$ cat config.mk
export PLATFORM = sky130hd
export DESIGN_NAME = cart_loader
export DESIGN_NICKNAME = d
export VERILOG_FILES = /design/src/rtl/cart_loader.sv
export SDC_FILE = /design/constraint.sdc
export NUM_CORES = 1
export LEC_CHECK = 0
export ABC_AREA = 1
export ABC_CLOCK_PERIOD_IN_PS = 4600
export BUFFER_PORTS_ARGS = -buffer_cell sky130_fd_sc_hd__buf_2
export CAP_MARGIN = 20
export CORE_ASPECT_RATIO = 1.2
export CORE_MARGIN = 2
export CORE_UTILIZATION = 57
export DETAILED_ROUTE_END_ITERATION = 16
export PLACE_DENSITY_LB_ADDON = 0.2
export SYNTH_ARGS = -nofsm -noshare
export SYNTH_HDL_FRONTEND = slang
export SYNTH_SLANG_ARGS = --single-unit
$ cat constraint.sdc
create_clock -name clk_sys -period 4.6 [get_ports clk_sys]
set_clock_uncertainty 0.1 [all_clocks]
set_input_delay 0.46 -clock clk_sys [delete_from_list [all_inputs] [get_ports clk_sys]]
set_output_delay 0.46 -clock clk_sys [all_outputs]
set_load 0.1 [all_outputs]
$ cat src/rtl/cart_loader.sv
// Cartridge download front-end: one toggle-handshaked SDRAM write per ioctl byte, plus ROM mask/header/GG bookkeeping.
// Write issues 1 cycle after ioctl_wr; ioctl_wait stays high from accept until the sdram ack toggle returns.
module cart_loader #(
  parameter int ADDR_W   = 22,
  parameter int HDR_SIZE = 512
) (
  input  logic              clk_sys,
  input  logic              RESET_n,
  input  logic              ioctl_download,
  input  logic [7:0]        ioctl_index,
  input  logic              ioctl_wr,
  input  logic [24:0]       ioctl_addr,
  input  logic [7:0]        ioctl_dout,
  output logic              ioctl_wait,
  output logic              cart_download,
  output logic              code_download,
  output logic              rom_wr,
  input  logic              we_ack,
  output logic [23:0]       romwr_a,
  output logic [7:0]        rom_din,
  output logic [ADDR_W-1:0] cart_mask,
  output logic [ADDR_W-1:0] cart_mask512,
  output logic              cart_sz512,
  output logic              gg,
  output logic              done
);

  typedef enum logic [1:0] {S_IDLE, S_ACCEPT, S_PEND, S_FLUSH} state_t;

  state_t            r_state;
  state_t            w_next;
  logic              r_cart_dl_q;
  logic [9:0]        r_cnt;
  logic              w_start;
  logic              w_accept;
  logic              w_acked;
  logic              w_hdr_hit;
  logic [ADDR_W-1:0] w_addr_off;

  assign cart_download = ioctl_download & ~&ioctl_index;
  assign code_download = ioctl_download &  &ioctl_index;

  assign w_start    = (r_state == S_IDLE) & cart_download & ~r_cart_dl_q;
  assign w_accept   = (r_state == S_ACCEPT) & ioctl_wr & cart_download;
  assign w_acked    = (r_state == S_PEND) & (we_ack == rom_wr);
  assign w_hdr_hit  = (ioctl_addr >= 25'(HDR_SIZE));
  // Subtracting in the truncated width gives the same low bits as the full-width offset.
  assign w_addr_off = ioctl_addr[ADDR_W-1:0] - ADDR_W'(HDR_SIZE);

  always_ff @(posedge clk_sys or negedge RESET_n) begin
    if (!RESET_n) r_state <= S_IDLE;
    else          r_state <= w_next;
  end

  always_comb begin
    w_next = r_state;
    case (r_state)
      S_IDLE:   if (w_start) w_next = S_ACCEPT;
      S_ACCEPT: begin
        if (w_accept)           w_next = S_PEND;
        else if (!cart_download) w_next = S_FLUSH;
      end
      // A falling download is only honoured once the outstanding write is acked.
      S_PEND:   if (w_acked) w_next = cart_download ? S_ACCEPT : S_FLUSH;
      S_FLUSH:  w_next = S_IDLE;
      default:  w_next = S_IDLE;
    endcase
  end

  always_ff @(posedge clk_sys or negedge RESET_n) begin
    if (!RESET_n) begin
      r_cart_dl_q  <= 1'b0;
      r_cnt        <= '0;
      ioctl_wait   <= 1'b0;
      rom_wr       <= 1'b0;
      romwr_a      <= '0;
      rom_din      <= '0;
      cart_mask    <= '0;
      cart_mask512 <= '0;
      cart_sz512   <= 1'b0;
      gg           <= 1'b0;
      done         <= 1'b0;
    end else begin
      r_cart_dl_q <= cart_download;
      done        <= (r_state == S_FLUSH);

      if (w_start) begin
        romwr_a      <= '0;
        r_cnt        <= '0;
        cart_mask    <= '0;
        cart_mask512 <= '0;
      end

      if (w_accept) begin
        rom_din    <= ioctl_dout;
        rom_wr     <= ~rom_wr;
        ioctl_wait <= 1'b1;
        cart_mask  <= cart_mask | ioctl_addr[ADDR_W-1:0];
        if (w_hdr_hit) cart_mask512 <= cart_mask512 | w_addr_off;
        gg         <= (ioctl_index[4:0] == 5'd2);
      end

      if (w_acked) begin
        ioctl_wait <= 1'b0;
        romwr_a    <= romwr_a + 24'd1;
        r_cnt      <= r_cnt + 10'd1;
      end

      // Only the byte count modulo 1024 matters for copier-header detection.
      if (r_state == S_FLUSH) cart_sz512 <= (r_cnt == 10'd512);
    end
  end

endmodule

==> results of run 1 <==
-- metal layers --
| metal | vias to the layer above | GRT usage |
|---|---|---|
| met5 | - | 0 |
| met4 | 0 | 0.108 |
| met3 | 26 | 0.0439 |
| met2 | 147 | 0.453 |
| met1 | 2160 | 0.359 |
| li1 | 2222 | - |
-- metrics by stage --
step / hold slack (ns) / setup WS (ns) / std cells / instance area (um2)
floorplan: 0.0644 / 2.00 / 615 / 4890
global placement: 0.349 / 2.03 / 847 / 5570
detailed placement: 0.353 / 1.93 / 847 / 5570
CTS: 0.0343 / 2.04 / 862 / 5750
global route: 0.0652 / 1.79 / 862 / 5750
finish: 0.00564 / 2.03 / 862 / 5750
-- area by class of cell --
type,instances,area share
Clock inverter,2,0.00283
Tap cell,117,0.0255
Inverter,66,0.0435
Multi-Input combinational cell,440,0.375
Clock buffer,13,0.0294
Timing Repair Buffer,130,0.114
Sequential cell,94,0.409
-- synth_stat cells, drive strengths merged --
master	instances	area, um2
o211ai	1	7.51
inv	66	250
nand2	191	742
dfrtp	94	2350
nand3	46	245
mux2i	2	20.0
nor3b	1	7.51
nand2b	1	6.26
o21a	1	7.51
nand3b	3	22.5
a21oi	27	206
xnor2	1	8.76
buf	14	129
and2	1	6.26
nand4	13	87.6
xor2	4	35.0
o21ai	51	259
o31ai	1	7.51
ha	4	50.1
nor2	76	342
clkbuf	1	5.00
o21bai	1	7.51
nor3	15	90.1
-- cell families (layout without fill, tap and decap cells) --
group	count (synthesis)	in the layout
DFF	94	94
and+or+nand+nor	347	347
muxes	2	2
xor gates and xnor gates	5	5
buffers and inverters	81	211
adders and majority gates	4	4
AOI/OAI and AO/OA	82	82
-- registers in the layout, summed over array words and instances, names as in the netlist --
signal and flops:
cart_mask512 22, cart_sz512 1, ioctl_wait 1, rom_din 8, done 1, cart_mask 22, r_cart_dl_q 1, r_state 2
rom_wr 1, romwr_a 24, r_cnt 10, gg 1
-- worst max-delay path: stages (launching register included) --
cell and delay, ns:
dfrtp_1 0.46, nor2_1 0.20, nand4_2 0.75, nand2_2 0.56, inv_1 0.22, nand2_1 0.10, nand2_1 0.05
-- power breakdown --
group / internal [mW] / switching (mW) / total (mW)
logic: 0.360 / 2.11 / 2.47
registers: 1.08 / 0.204 / 1.29
clock network: 0.240 / 0.294 / 0.534
-- worst paths after layout --
| kind | startpoint | end | slack, ns | depth (start not counted) |
|---|---|---|---|---|
| min reg2reg | cart_mask[8] | cart_mask[8] | 0.37 | 2 |
| max | r_state[0] | romwr_a[18] | 2.03 | 6 |
| max in group asynchronous | RESET_n | r_cnt[4] | 3.37 | 2 |
| max reg2reg | r_state[0] | romwr_a[18] | 2.03 | 6 |
| min in group clk_sys | ioctl_dout[3] | rom_din[3] | 0.19 | 3 |
| min | RESET_n | r_cnt[2] | 0.006 | 1 |
==> impl_metrics.ini, run 1 <==
[status]
run_status = completed

[floorplan]
core-area_um2 = 8470
initial_utilization = 0.578
dieHeight_um = 106
io_pins = 129
die-area_um2 = 9350
die_x_um = 88.6
rows = 37

[detailed_routing]
ant_nets = 0
wl_met3_um = 585
dr.pass1.iters = 5
drc_errors = 0
vias_per_cell = 5.28
wl_per_cell_um = 14.0
via_count = 4555
routed-wl-met2_um = 5960
drtIter0Drc = 255
routed_wl_um = 12000
top_layer = met4
met1_length_um = 5160

[finish]
drive_above_1_share = 0.258
final_nets = 791
final_common_cell = nand2_1
fin_util = 0.679
seq_area_um2 = 2350
multi_input_area_um2 = 2160
mostFrequentLayoutCells = nand2_1, buf_2, dfrtp_1
fillCellCount = 743
antenna_cells = 0
syn_to_final_growth_pct = 17.5

[yosys]
synth_area_um2 = 4890
yosysSeqAreaShare = 0.481
synth_top_family_by_area = simple AND/OR/NAND/NOR gates
synth_fp_nets = 665
ys_seq_elements = 94
synth_fa_ha_area_frac = 0.0102
synth_xor_area_frac = 0.00895
muxShareOfSynthArea = 0.00409
ys_types = 39
synth_compound_area_frac = 0.101
synthSimpleGateAreaFrac = 0.316
ys_warn_count = 0
avgSynthCellArea_um2 = 7.96
synthCells = 615

[sta]
tns_ns = 0
layout_min_cycle_time_ns = 2.57
timing.final.crit_share = 0.558
rsz0062_at_grt = false
fmax_mhz = 389
slew_headroom = 0.379
finalSetupViolations = 0
worst_pin_slew_ns = 0.930
slew_viol_final = 0
report.final.hold_viol_count = 0

[power]
power_mw = 4.29
power_density_nw_per_um2 = 746
vdd_drop_max_mv = 0.667
leakage_nw = 2.99

[worst_setup_path]
cp.arrival_ns = 2.72
start_kind = register
path_class = register to register
cp-end-kind = register
crit_fanout = 34
required_ns = 4.76

[grt]
antenna_found_initial = 0
grt_max_degree = 54
grt_pass1_vias = 4453
grt_use_total = 0.275
grt_pass1_wl_um = 20300
grt-ovfl-total = 0

[placed_design]
io_buffers = 128
hpwl_um = 8890
gp_congestion = 0.904

[run]
drv_cap = 0

[clocking]
clk_path_buf_depth = 2
cts_tree = built
cts_resized = 0
cts_setup_buffers = 0
cts-root-buf = clkbuf_8
cts_hold_buf = 0
cts_max_level = 3
numCtsBuffers = 9
cts.clk_slew.worst_paths_ns = 0.09
clk-insertion-delay-late_ns = 0.38
cts.sinks = 94

[hold_path]
hp-class = input pin to async pin
No activity file was read; power rests on OpenSTA's default activity.
==> inputs of run 2 (changes only) <==
Settings changed: ABC_CLOCK_PERIOD_IN_PS 4600 to 2300, CORE_UTILIZATION 57 to 48.
Clock period 4.6 ns to 2.3 ns, I/O delays scaled along.
==> run 2 against run 1 <==
Against the previous run: via count grew 0.15%; clock-buffer cell count shrank 3; total power grew 110%; sequential share of layout area shrank 1.6 points; cell area grew 4.2%; non-clock buffer count grew 9; register-to-register slack lost 1.6 ns; final cell count grew 2.2%; wire length grew 4.3%; flip-flop and latch count is the same; largest power group unchanged; critical endpoint is now romwr_a[12].
==> impl_metrics.ini, run 2 (synthesis results as in run 1) <==
[detailed_routing]
wl_met3_um = 830
top_layer = met4
vias_per_cell = 5.18
ant_nets = 0
drtIter0Drc = 190
drc_errors = 0
routed_wl_um = 12500
dr.pass1.iters = 5
wl_per_cell_um = 14.2
met1_length_um = 5120
routed-wl-met2_um = 6340
via_count = 4562

[worst_setup_path]
required_ns = 2.43
cpMaxStageDelayCell = dfrtp_1
cp-end-kind = register
critical-path-max-stage-delay_ns = 0.41
rr_startpoint = rom_wr
cp.arrival_ns = 1.99
cp_top_family = simple AND/OR/NAND/NOR gates
path_cells = xnor2_1 -> nand2_2 -> inv_2 -> nand4_1 -> nand3_1 -> o21ai_1
path_class = register to register
start_kind = register
crit_start = rom_wr
crit_buf_inv = 1
crit_fanout = 22

[finish]
drive_above_1_share = 0.258
antenna_cells = 0
largest_register_ffs = 24
multi_input_area_um2 = 2160
fillCellCount = 918
largest-register = romwr_a
syn_to_final_growth_pct = 22.4
mostFrequentLayoutCells = nand2_1, buf_2, dfrtp_1
reg.largest.list = romwr_a: 24 flops, cart_mask512: 22 flops, cart_mask: 22 flops
seq_area_um2 = 2350
final_common_cell = nand2_1
final_nets = 800

[floorplan]
core-area_um2 = 9960
io_pins = 129
initial_utilization = 0.491
dieHeight_um = 115
rows = 40
die-area_um2 = 11000
die_x_um = 96.2

[grt]
grt_max_degree = 63
antenna_found_initial = 0
grt_use_total = 0.242
grt_pass1_wl_um = 20900
grt_pass1_vias = 4471
grt-ovfl-total = 0

[run]
drv_cap = 0

[sta]
timing.final.crit_share = 0.811
finalSetupViolations = 0
slew_headroom = 0.663
slew_viol_final = 0
report.final.hold_viol_count = 0
fmax_mhz = 536
layout_min_cycle_time_ns = 1.86
setup_slack_ns = 0.436
rsz0062_at_grt = false
tns_ns = 0
worst_pin_slew_ns = 0.508

[hold_path]
hold_start = ioctl_dout[7]
hp-class = input pin to register

[clocking]
cts_max_level = 3
clk_path_buf_depth = 2
cts.sinks = 94
cts_tree = built
clk-insertion-delay-late_ns = 0.34
cts_setup_buffers = 0
cts.clk_slew.worst_paths_ns = 0.07
numCtsBuffers = 9
cts_resized = 0
cts-root-buf = clkbuf_16

[power]
p_clk_frac = 0.172
intPower_mw = 3.80
p_sw_frac = 0.584
power.switching_mw = 5.32
power_density_nw_per_um2 = 1520
vdd_drop_max_mv = 1.25
leakage_nw = 3.09
share_seq_of_total_power = 0.282
comb_power_share = 0.546

[status]
run_status = completed

[placed_design]
io_buffers = 128
pre_cts_ws_ns = 0.326
hpwl_um = 9270
gp_congestion = 0.913
[run 2: cell types whose count changed in the layout (fill, tap and decap cells not counted)]
cell	previous run	this run
clkbuf_1	1	0
dlygate4sd3_1	0	8
clkbuf_8	12	1
clkinvlp_4	1	2
buf_12	0	1
clkinv_4	1	0
bufinv_16	0	1
clkbuf_16	0	9
inv_6	0	2
inv_8	0	1
[run 2: worst reg2reg max path: cells and delay by family, from the launching register on]
family / cells / cell delay (ns)
and+or+nand+nor: 3 / 0.54
buffers and inverters: 1 / 0.37
xor gates and xnor gates: 1 / 0.27
DFF: 1 / 0.41
AOI/OAI and AO/OA: 1 / 0.06
[run 2: path summary, 6_finish.rpt]
kind,end,slack [ns],cells after the start
max,romwr_a[12],0.44,6
min,rom_din[7],0.01,3
max reg2reg,romwr_a[12],0.44,6
min reg2reg,cart_mask[5],0.37,2
max in group asynchronous,cart_mask[15],1.16,3
min in group asynchronous,r_cnt[4],0.27,2
[run 2: repair_timing]
action | in CTS | in global routing
hold endpoints to repair | 39 | 0
endpoints found under the setup margin | 0 | 0
hold buffers | 8 | 0
[run 2: cell type report]
type | instances | share of cell area
clock buffers | 10 | 0.0399
clock inverters | 6 | 0.0123
inverters | 66 | 0.0418
multi-input cells | 440 | 0.360
flip-flops and latches | 94 | 0.393
well taps | 126 | 0.0263
repair buffers | 139 | 0.127
[run 2: metal layers]
| metal | track usage | up-vias |
|---|---|---|
| li1 | - | 2244 |
| met1 | 0.296 | 2153 |
| met2 | 0.407 | 144 |
| met3 | 0.0513 | 21 |
| met4 | 0.102 | 0 |
| met5 | 0 | - |
[run 2: per-stage QoR]
step	cells	total power [mW]	hold WS [ns]	instance area [um2]	util
after floorplan	615	6.72	-0.166	4890	-
after global placement	857	7.49	0.111	5600	0.562
after detailed placement	857	7.58	0.111	5600	0.562
after CTS	881	9.17	0.00388	5990	0.601
after global routing	881	9.56	0.0184	5990	0.601
final	881	9.12	0.0109	5990	0.601
[run 2: power by group through the flow]
stage                     sequential (mW)  clock [mW]  combinational [mW]
after floorplan                      5.69           0                1.02
after global placement               2.57           0                4.92
after detailed placement             2.59           0                4.99
after CTS                            2.57        1.60                5.00
after global routing                 2.65        1.67                5.24
final                                2.57        1.57                4.97
